File: src/rtl/debounce_multi_pkg.sv
// Shared timing constants, sizing helper and per-channel output bundle
// for the front-panel button conditioner.
package debounce_multi_pkg;

  // 100 MHz clock with a 1 kHz tick: 16 ms filter window, ~1 s long press
  localparam int DEFAULT_STABLE_CYCLES = 16;
  localparam int DEFAULT_LONG_CYCLES   = 1024;

  // Number of bits needed to count 0..value-1, never less than one bit
  function automatic int clog2(input int value);
    int result;
    int remaining;
    result    = 0;
    remaining = value - 1;
    while (remaining > 0) begin
      result    = result + 1;
      remaining = remaining >> 1;
    end
    return (result < 1) ? 1 : result;
  endfunction

  // Everything one button channel reports back to the top level
  typedef struct packed {
    logic level;
    logic pressPulse;
    logic releasePulse;
    logic longPulse;
  } chanOut_t;

endpackage

File: src/rtl/debounce_channel.sv
// One button channel: synchroniser chain, time-based stability filter
// with press/release pulses, and a one-shot long-press detector.
module debounce_channel
  import debounce_multi_pkg::*;
#(
  parameter int SYNC_STAGES   = 2,
  parameter int STABLE_CYCLES = DEFAULT_STABLE_CYCLES,
  parameter int LONG_CYCLES   = DEFAULT_LONG_CYCLES
) (
  input  logic     clock,
  input  logic     reset,
  input  logic     tick,
  input  logic     buttonPress,
  output chanOut_t chanOut
);

  localparam int STABLE_W = clog2(STABLE_CYCLES);
  localparam int LONG_W   = clog2(LONG_CYCLES + 1);

  localparam logic [STABLE_W-1:0] STABLE_LAST = STABLE_W'(STABLE_CYCLES - 1);
  localparam logic [STABLE_W-1:0] STABLE_ONE  = STABLE_W'(1);
  localparam logic [LONG_W-1:0]   LONG_FULL   = LONG_W'(LONG_CYCLES);
  localparam logic [LONG_W-1:0]   LONG_LAST   = LONG_W'(LONG_CYCLES - 1);
  localparam logic [LONG_W-1:0]   LONG_ONE    = LONG_W'(1);

  logic [SYNC_STAGES-1:0] syncChain;
  logic                   syncOut;
  logic [STABLE_W-1:0]    stableCnt;
  logic [LONG_W-1:0]      longCnt;
  logic                   level;
  logic                   pressPulse;
  logic                   releasePulse;
  logic                   longPulse;
  logic                   commit;

  assign syncOut = syncChain[SYNC_STAGES-1];
  assign commit  = (syncOut != level) && tick && (stableCnt == STABLE_LAST);

  // Shift the raw asynchronous input through the synchroniser every clock
  always_ff @(posedge clock) begin
    if (!reset) begin
      syncChain <= '0;
    end else begin
      syncChain <= {syncChain[SYNC_STAGES-2:0], buttonPress};
    end
  end

  // Count ticks of continuous disagreement and commit the new level after a full window
  always_ff @(posedge clock) begin
    if (!reset) begin
      stableCnt    <= '0;
      level        <= 1'b0;
      pressPulse   <= 1'b0;
      releasePulse <= 1'b0;
    end else begin
      pressPulse   <= commit && syncOut;
      releasePulse <= commit && !syncOut;
      if (syncOut == level) begin
        stableCnt <= '0;
      end else if (tick) begin
        if (commit) begin
          level     <= syncOut;
          stableCnt <= '0;
        end else begin
          stableCnt <= stableCnt + STABLE_ONE;
        end
      end
    end
  end

  // Measure how long the debounced level has been held and fire once at the threshold
  always_ff @(posedge clock) begin
    if (!reset) begin
      longCnt   <= '0;
      longPulse <= 1'b0;
    end else begin
      longPulse <= 1'b0;
      if (!level) begin
        longCnt <= '0;
      end else if (tick && (longCnt != LONG_FULL)) begin
        longCnt   <= longCnt + LONG_ONE;
        longPulse <= (longCnt == LONG_LAST);
      end
    end
  end

  assign chanOut.level        = level;
  assign chanOut.pressPulse   = pressPulse;
  assign chanOut.releasePulse = releasePulse;
  assign chanOut.longPulse    = longPulse;

endmodule

File: src/rtl/debounce_multi.sv
// N independent button conditioners sharing one clock, reset and tick,
// with elaboration-time checks on the timing parameters.
module debounce_multi
  import debounce_multi_pkg::*;
#(
  parameter int N_CH          = 4,
  parameter int SYNC_STAGES   = 2,
  parameter int STABLE_CYCLES = DEFAULT_STABLE_CYCLES,
  parameter int LONG_CYCLES   = DEFAULT_LONG_CYCLES
) (
  input  logic            clock,
  input  logic            reset,
  input  logic            tick,
  input  logic [N_CH-1:0] buttonPress,
  output logic [N_CH-1:0] level,
  output logic [N_CH-1:0] pressPulse,
  output logic [N_CH-1:0] releasePulse,
  output logic [N_CH-1:0] longPulse
);

  chanOut_t chanOuts [N_CH];

  generate
    if ((SYNC_STAGES < 2) || (SYNC_STAGES > 4)) begin : gBadSync
      $error("debounce_multi: SYNC_STAGES must lie in 2..4");
    end
    if (STABLE_CYCLES < 2) begin : gBadStable
      $error("debounce_multi: STABLE_CYCLES must be at least 2");
    end
    if (LONG_CYCLES <= STABLE_CYCLES) begin : gBadLong
      $error("debounce_multi: LONG_CYCLES must exceed STABLE_CYCLES");
    end

    for (genvar ch = 0; ch < N_CH; ch++) begin : gChannel
      debounce_channel #(
        .SYNC_STAGES  (SYNC_STAGES),
        .STABLE_CYCLES(STABLE_CYCLES),
        .LONG_CYCLES  (LONG_CYCLES)
      ) uChannel (
        .clock      (clock),
        .reset      (reset),
        .tick       (tick),
        .buttonPress(buttonPress[ch]),
        .chanOut    (chanOuts[ch])
      );

      assign level[ch]        = chanOuts[ch].level;
      assign pressPulse[ch]   = chanOuts[ch].pressPulse;
      assign releasePulse[ch] = chanOuts[ch].releasePulse;
      assign longPulse[ch]    = chanOuts[ch].longPulse;
    end
  endgenerate

endmodule

File: config.mk
export PLATFORM = sky130hd
export DESIGN_NAME = debounce_multi
export DESIGN_NICKNAME = d
export VERILOG_FILES = /design/src/rtl/debounce_multi_pkg.sv /design/src/rtl/debounce_channel.sv /design/src/rtl/debounce_multi.sv
export SDC_FILE = /design/constraint.sdc
export NUM_CORES = 1
export LEC_CHECK = 0
export CORE_UTILIZATION = 55
export DETAILED_ROUTE_END_ITERATION = 6
export HOLD_SLACK_MARGIN = 0.12
export PLACE_DENSITY = 0.75
export SETUP_SLACK_MARGIN = 0.02
export SLEW_MARGIN = 30
export SYNTH_ARGS = -nofsm -noshare
export SYNTH_HDL_FRONTEND = slang
export SYNTH_SLANG_ARGS = --single-unit
File: constraint.sdc
create_clock -name clock -period 2 [get_ports clock]
set_input_delay 0.2 -clock clock [delete_from_list [all_inputs] [get_ports clock]]
set_output_delay 0.2 -clock clock [all_outputs]
set_load 0.01 [all_outputs]
### Word-level counts from Yosys, hierarchy flattened

Index checks and enable logic that the tools add are counted.

* add/sub/neg operators: 8
* reduce and logical (&&, ||, !) cells: 40
* bitwise operators: 5
* equal/unequal tests: 20
* muxes and demuxes: 4

Operators with widths (count)
* $add 11x1->11 const B: 4
* $eq 11x10->1 const B: 4
* $ne 11x11->1 const B: 4
* $reduce_and 3->1: 8
* $logic_and 1x1->1: 20
* $add 4x1->4 const B: 4
* $eq 4x4->1 const B: 4
* $mux 4: 4
* $reduce_and 2->1: 4
* $reduce_or 2->1: 4
* $not 1->1: 5
* $eq 1x1->1: 4
* $logic_not 1->1: 4
* $ne 1x1->1: 4

* input port bits: 7
* register bits: 84
* word-level logic and storage cells: 105
* output and inout port bits: 16

### Depth between registers and ports, before layout

Gate-level depths: netlist (run 1).

* depth in word-level cells: 4
* mapped depth: 7
* depth with buffers taken out: 6

### By module

Synthesis (run 1) repeated with hierarchy kept, for this count alone.

* cell total of the unflattened synthesis: 452
* area total of the unflattened synthesis: 3988.8 sq um

By module, submodules not included
* debounce_channel: cells each 113, area an instance 997.2 sq um, instances 4, seq. area each 420.4 sq um

### Least setup slack after synthesis (run 1)

No wires, ideal clock.

* path kind: register -> register
* from: register gChannel[0].uChannel.longCnt[0]
* to: register gChannel[0].uChannel.longCnt[10]
* library setup time: 128 ps
* clock period less this slack: 1497 ps
* setup slack: 503 ps
* cell stages (with the launch flop): 6
* arrival time: 1370 ps
* cell sequence: dfxtp_1 -> ha_1 -> nand4_4 -> or4_4 -> xor2_1 -> nor2_1

* word-level cells in the longest chain between the ends: 2
* elaborated cells on any way between the ends: 3
* those cells by class: add/sub (1); eq/ne (1); reduce/logical (1)

RTL lines
* from (decl): RTL line debounce_channel.sv:29 `logic [LONG_W-1:0] longCnt;`
* from (signal assigned): RTL line debounce_channel.sv:81 `longCnt <= longCnt + LONG_ONE;`
* branches (longest 2 deep; another with $add 11x1->11)

Several ways; the timed one is not identified.
A chain may end at the register's enable or synchronous reset.

### Worst setup path in the final report (run 1)

* from: register gChannel[2].uChannel.longCnt[0]
* to: register gChannel[2].uChannel.longCnt[9]

* word-level cells in the longest chain between the ends: 2
* elaborated cells on any way between the ends: 3
* those cells by class: add/sub (1); eq/ne (1); reduce/logical (1)

RTL lines (RTL line)
* from (decl): debounce_channel.sv:29
* from (signal assigned): debounce_channel.sv:81
* branches (longest 2 deep; another with $add 11x1->11)

Several ways; the timed one is not identified.

==> results.py, run 1 <==
metrics = {
    "synthesis": {
        "synthMuxAreaShare_pct": 3.25,
        "synth_area_per_cell_sq_um": 9.00,
        "seq_area_frac_synth_pct": 45.6,
        "yosys.area_share.simple_pct": 26.0,
        "syn_inst": 410,
        "synth_common_cells": "84 x dfxtp_1, 49 x nor2_1, 39 x nand2_1",
        "synth_edf_count": 0,
        "synth_most_common_cell": "dfxtp_1",
        "synth_nets": 429,
        "synth_area_leaders": "dfxtp_1 46%, xor2_1 6.2%, nor2_1 5.0%",
        "ys_types": 37,
        "synth-main-ff-cell": "dfxtp_1",
        "synth_top_area_share_pct": 45.6,
        "synth_seq_cells": 84,
        "yosysWarnings": 0,
        "synth_top_family_by_area": "simple AND/OR/NAND/NOR gates",
        "ys_async_sr_fraction_pct": 0,
        "synth_fa_ha_area_share_pct": 4.07,
        "synth_area_sq_um": 3690,
        "synth-compound-area-share_pct": 5.80,
        "synth.largest_area_cell": "dfxtp_1",
        "synth_xor_area_share_pct": 9.02,
    },
    "place": {
        "post-place-ws_ns": 0.134,
        "port-buffer-count": 22,
        "globalplace.congestion": 0.870,
        "dp.final_hpwl_mm": 4.39,
    },
    "sta": {
        "tightest_slew_ns": 0.511,
        "period_share_pct": 80.2,
        "clock-skew-final_ns": 0.00474,
        "slew_viol_final": 0,
        "period_minus_slack_ns": 1.60,
        "tns_ns": 0,
        "final_hold_viol_count": 0,
        "fmax_ghz": 0.623,
        "fin_ws_ns": 0.395,
        "setup_viol": 0,
        "relSlewSlack_pct": 65.5,
        "grt_setup_unrepaired": "no",
    },
    "routing": {
        "route.final.wire_length_mm": 6.39,
        "drtIter0Drc": 83,
        "drt_pass1_iterations": 6,
        "vias": 2734,
        "routedWlPerCell_um": 12.7,
        "drc": 2,
        "via_per_inst": 5.44,
        "antenna_left": 0,
    },
    "floorplanning": {
        "core-area_sq_um": 6420,
        "die_y_um": 83.9,
        "start_util_pct": 57.5,
        "io_pins": 23,
        "die_w_um": 83.9,
        "rows": 29,
        "die_area_sq_um": 7040,
    },
    "clock_network": {
        "clk_pin_slew_ns": 0.08,
        "cts_setup_buffers": 0,
        "cts-root-buf": "clkbuf_8",
        "cts_tree": "yes",
        "clock_latency_ns": 0.35,
        "cts-resized-gates": 0,
        "ctsLongestPathBuffers": 2,
        "numCtsBuffers": 9,
        "cts_num_sinks": 84,
        "cts.htree.levels": 3,
        "holdBufCountCts": 0,
    },
    "setup_path": {
        "rr_startpoint": "gChannel[2].uChannel.longCnt[0]$_SDFFE_PN0P_",
        "r2r_end": "gChannel[2].uChannel.longCnt[9]$_SDFFE_PN0P_",
        "rr_worst_depth": 6,
        "r2r_setup_slack_ns": 0.40,
        "start_kind": "register",
        "cp-end-kind": "register",
        "path_class": "reg2reg",
        "required_ns": 2.28,
        "critical_path_arrival_ns": 1.89,
        "path_max_fanout": 4,
    },
    "grt": {
        "antenna_found_initial": 0,
        "grt_max_degree": 21,
        "use_met1_pct": 25.1,
        "track_usage_pct": 20.0,
        "busiest_layer": "met2",
        "grt_pass1_vias": 2516,
        "grt_pass1_wl_mm": 11.3,
        "grt.met2_usage_pct": 32.5,
        "use_met3_pct": 4.95,
        "overflow": 0,
    },
    "job": {
        "drv_cap": 0,
    },
    "power": {
        "ir_drop_v": 0.000478,
        "total_power_w": 0.00291,
        "powerDensity_nw_per_um2": 714,
        "p_switching_w": 0.000616,
        "combPwrFrac_pct": 2.5,
        "leakage_nw": 1.43,
        "internal-power_w": 0.00229,
        "p_clk_share_pct": 39.5,
        "swShare_pct": 21.2,
        "seqPwrFrac_pct": 58.0,
    },
    "cells_and_area": {
        "layout-drive-gt1-share_pct": 6.10,
        "nets": 440,
        "antennaDiodeCount": 0,
        "syn2layout_area_growth_pct": 10.3,
    },
    "hold_path": {
        "hp-class": "in2reg",
        "holdPathStages": 2,
        "hold-path-endpoint": "gChannel[3].uChannel.syncChain[0]$_SDFF_PN0_",
        "min_from": "buttonPress[3]",
    },
    "run_status": {
        "violations": "DRC",
        "status": "finished, violations left",
    },
}
-- layer usage --
metal	wire length [um]	up-vias
met3	300	8
met2	2830	59
met4	85	0
li1	-	1427
met5	0	-
met1	3170	1240
-- critical path, stage by stage, from the launching register on --
cell      delay [ns]
dfxtp_1         0.35
inv_1           0.07
ha_1            0.15
nor4bb_1        0.43
nand3_1         0.19
a31o_2          0.24
a21oi_1         0.11
-- worst max-delay path by stage --
stage,startpoint,end,slack [ns],cells past startpoint
2_1_floorplan,gChannel[0].uChannel.longCnt[0]$_SDFFE_PN0P_,gChannel[0].uChannel.longCnt[10]$_SDFFE_PN0P_,0.50,5
3_3_place_gp,tick,gChannel[2].uChannel.longCnt[10]$_SDFFE_PN0P_,0.17,5
3_5_place_dp,tick,gChannel[2].uChannel.longCnt[10]$_SDFFE_PN0P_,0.13,5
4_1_cts,gChannel[0].uChannel.longCnt[0]$_SDFFE_PN0P_,gChannel[0].uChannel.longCnt[10]$_SDFFE_PN0P_,0.40,5
5_1_grt,gChannel[2].uChannel.longCnt[0]$_SDFFE_PN0P_,gChannel[2].uChannel.longCnt[1]$_SDFFE_PN0P_,0.29,6
6_report,gChannel[2].uChannel.longCnt[0]$_SDFFE_PN0P_,gChannel[2].uChannel.longCnt[9]$_SDFFE_PN0P_,0.40,6
-- cell usage in the layout, fill, tap and decap left out, drive strengths merged --
cell            n
buf             6
nand4          25
nor4            6
o21ai           9
nor2           49
or2             2
a31oi           4
clkinvlp        2
clkinv          1
nand2          39
dfxtp          84
or3             9
a311oi          2
nor3           11
a21o            1
a31o            1
ha             12
and4            3
a21boi          3
or4             1
and2           11
xnor2          12
nor4bb          2
a41oi           2
nand3b          1
and3            9
inv            15
nor4b           1
nor2b           3
nand3           9
nor3b           4
mux2i          12
xor2           26
clkbuf         12
a21oi          14
clkdlybuf4s50  22
bufinv          1
-- cells by family (layout without fill, tap and decap cells) --
kind of cell	after synthesis	in the layout
AO/OA/AOI/OAI	36	36
XOR/XNOR	38	38
adder cells (fa/ha/maj)	12	12
buffers and inverters	43	59
flip-flops	84	84
multiplexers	12	12
AND/OR/NAND/NOR	185	185
-- power by group through the flow --
stage	logic, W	registers (W)	clock network (W)
detailed placement	0.0000730	0.00173	0
global placement	0.0000719	0.00173	0
finish	0.0000728	0.00169	0.00115
global route	0.0000798	0.00169	0.00125
floorplan	0.0000479	0.00172	0
CTS	0.0000736	0.00169	0.00118
-- registers in the layout (all words and copies together), names as in the netlist --
register	count
gChannel.uChannel.longCnt	44
gChannel.uChannel.stableCnt	16
gChannel.uChannel.syncChain	8
gChannel.uChannel.level	4
gChannel.uChannel.longPulse	4
gChannel.uChannel.pressPulse	4
gChannel.uChannel.releasePulse	4
-- per-stage QoR --
stage	util, %	hold WS [ns]	cells	area [sq um]
after floorplan	-	0.327	410	3690
after global placement	60.5	0.415	487	3890
after detailed placement	60.5	0.424	487	3890
after CTS	63.4	0.412	503	4070
after global routing	63.4	0.416	503	4070
final	63.4	0.427	503	4070
-- layout make-up --
| type | instances | area [sq um] |
|---|---|---|
| fill | 540 | 2350 |
| multi-input combinational | 283 | 1780 |
| sequential | 84 | 1680 |
| timing repair buffer | 28 | 278 |
| clock buffer | 12 | 135 |
| tap | 77 | 96.3 |
| inverter | 15 | 56.3 |
| clock inverter | 4 | 50.0 |
(Power assumes the default switching activity.)
==> inputs of run 2 (changes only) <==
- clock period: 2 -> 1.6 ns (I/O delays scaled with it)
==> run 2 against run 1 <==
Effect of this change:
- the flow still finishes with violations (DRC)
- clock power rose by 41%
- power increased by 32%
- first-iteration DRC count grew 4.8%
- critical path depth down 5
- via count grew 3.8%
- setup slack worse by 0.29 ns
- critical path type is now reg2out
- largest power group unchanged
- highest routed layer unchanged
==> results.py, run 2 (synthesized netlist as in run 1, its figures left out) <==
metrics = {
    "run_status": {
        "status": "finished, violations left",
        "violations": "DRC",
    },
    "cells_and_area": {
        "fin_util_pct": 66.7,
        "final_cell_mix": "82 x dfxtp_1, 49 x nor2_1, 39 x nand2_1, 26 x xor2_1, 24 x nand4_1",
        "syn2layout_area_growth_pct": 16.1,
        "fill_cells": 549,
        "largestRegisters": "gChannel.uChannel.longCnt: 44 flops, gChannel.uChannel.stableCnt: 16 flops, gChannel.uChannel.syncChain: 8 flops",
        "layout_commonest_cell": "dfxtp_1",
        "largest_reg_flops": 44,
        "antennaDiodeCount": 0,
        "layout-drive-gt1-share_pct": 12.4,
        "nets": 458,
        "fin_cells": 521,
        "regMostFlops": "gChannel.uChannel.longCnt",
    },
    "grt": {
        "track_usage_pct": 19.7,
        "grt_pass1_wl_mm": 11.3,
        "overflow": 0,
        "antenna_found_initial": 0,
        "grt_pass1_vias": 2578,
        "grt_max_degree": 30,
    },
    "floorplanning": {
        "die_y_um": 83.9,
        "io_pins": 23,
        "die_w_um": 83.9,
        "die_area_sq_um": 7040,
        "core-area_sq_um": 6420,
        "rows": 29,
        "start_util_pct": 57.5,
    },
    "sta": {
        "period_minus_slack_ns": 1.49,
        "fmax_ghz": 0.670,
        "clock-skew-final_ns": 0.00773,
        "period_share_pct": 93.3,
        "grt_setup_unrepaired": "yes",
        "tightest_slew_ns": 0.475,
        "tns_ns": 0,
        "setup_viol": 0,
        "slew_viol_final": 0,
        "final_hold_viol_count": 0,
        "relSlewSlack_pct": 68.1,
        "hold_ws_ns": 0.381,
    },
    "routing": {
        "via_per_inst": 5.45,
        "routedWlPerCell_um": 12.7,
        "antenna_left": 0,
        "route.final.wire_length_mm": 6.64,
        "drt_pass1_iterations": 6,
        "drc": 2,
        "vias": 2837,
        "drtIter0Drc": 87,
    },
    "setup_path": {
        "critical_path_arrival_ns": 1.33,
        "required_ns": 1.44,
        "cp.depth": 1,
        "rr_worst_depth": 5,
        "cp-end-kind": "primary output",
        "start_kind": "register",
        "path_cells": "clkdlybuf4s50_1",
        "path_max_fanout": 4,
        "critical_path.top_delay_family": "buffers and inverters",
        "path_class": "reg2out",
        "r2r_setup_slack_ns": 0.11,
        "path_buf_inv": 1,
        "max_stage_delay_ns": 0.57,
        "worst_path_max_delay_cell": "clkdlybuf4s50_1",
    },
    "clock_network": {
        "cts_num_sinks": 84,
        "cts-root-buf": "clkbuf_8",
        "cts.htree.levels": 3,
        "cts_tree": "yes",
        "numCtsBuffers": 9,
        "clock_latency_ns": 0.35,
        "clk_pin_slew_ns": 0.08,
        "cts-resized-gates": 1,
        "cts_setup_buffers": 0,
        "ctsLongestPathBuffers": 2,
        "holdBufCountCts": 0,
    },
    "job": {
        "drv_cap": 0,
    },
    "power": {
        "powerDensity_nw_per_um2": 894,
        "total_power_w": 0.00383,
        "leakage_nw": 1.54,
        "ir_drop_v": 0.000752,
    },
    "place": {
        "dp.final_hpwl_mm": 4.71,
        "port-buffer-count": 22,
        "dpl.cell_count": 505,
        "globalplace.congestion": 0.844,
    },
    "hold_path": {
        "hp-class": "in2reg",
        "holdPathStages": 2,
    },
}
==> run 2: layout make-up <==
class | count | area (sq um) | share of cell area [%]
Multi-Input combinational cell | 283 | 1820 | 42.5
Sequential cell | 84 | 1680 | 39.3
Timing Repair Buffer | 46 | 413 | 9.63
Clock buffer | 10 | 128 | 2.98
Tap cell | 77 | 96.3 | 2.25
Clock inverter | 6 | 88.8 | 2.07
Inverter | 15 | 56.3 | 1.31
==> run 2: where the power goes <==
| part | switching (W) | internal, W |
|---|---|---|
| Sequential | 0.00000785 | 0.00210 |
| Clock | 0.000741 | 0.000879 |
| Combinational | 0.0000505 | 0.0000546 |
| Total | 0.000799 | 0.00303 |
==> run 2: per-layer routing <==
metal  global-route usage [%]  share of wire [%]  up-vias
li1                         -                  -     1453
met1                     25.7                 49     1336
met2                     31.1                 46       41
met3                     5.54                3.9        7
met4                     6.90                1.1        0
met5                        0                  0        -
==> run 2: per-stage QoR <==
step | area [sq um] | setup slack (ns)
after floorplan | 3690 | 0.103
after CTS | 4250 | 0.0473
after global placement | 4020 | -0.170
after global routing | 4290 | 0.0103
final | 4290 | 0.108
after detailed placement | 4020 | -0.246
==> run 2: final timing paths <==
path	from	end
worst max-delay path	gChannel[1].uChannel.level$_SDFFE_PN0P_	level[1]
worst min-delay path	buttonPress[0]	gChannel[0].uChannel.syncChain[0]$_SDFF_PN0_
worst max register to register	gChannel[0].uChannel.longCnt[1]$_SDFFE_PN0P_	gChannel[0].uChannel.longCnt[8]$_SDFFE_PN0P_
worst min register to register	gChannel[1].uChannel.syncChain[0]$_SDFF_PN0_	gChannel[1].uChannel.syncChain[1]$_SDFF_PN0_
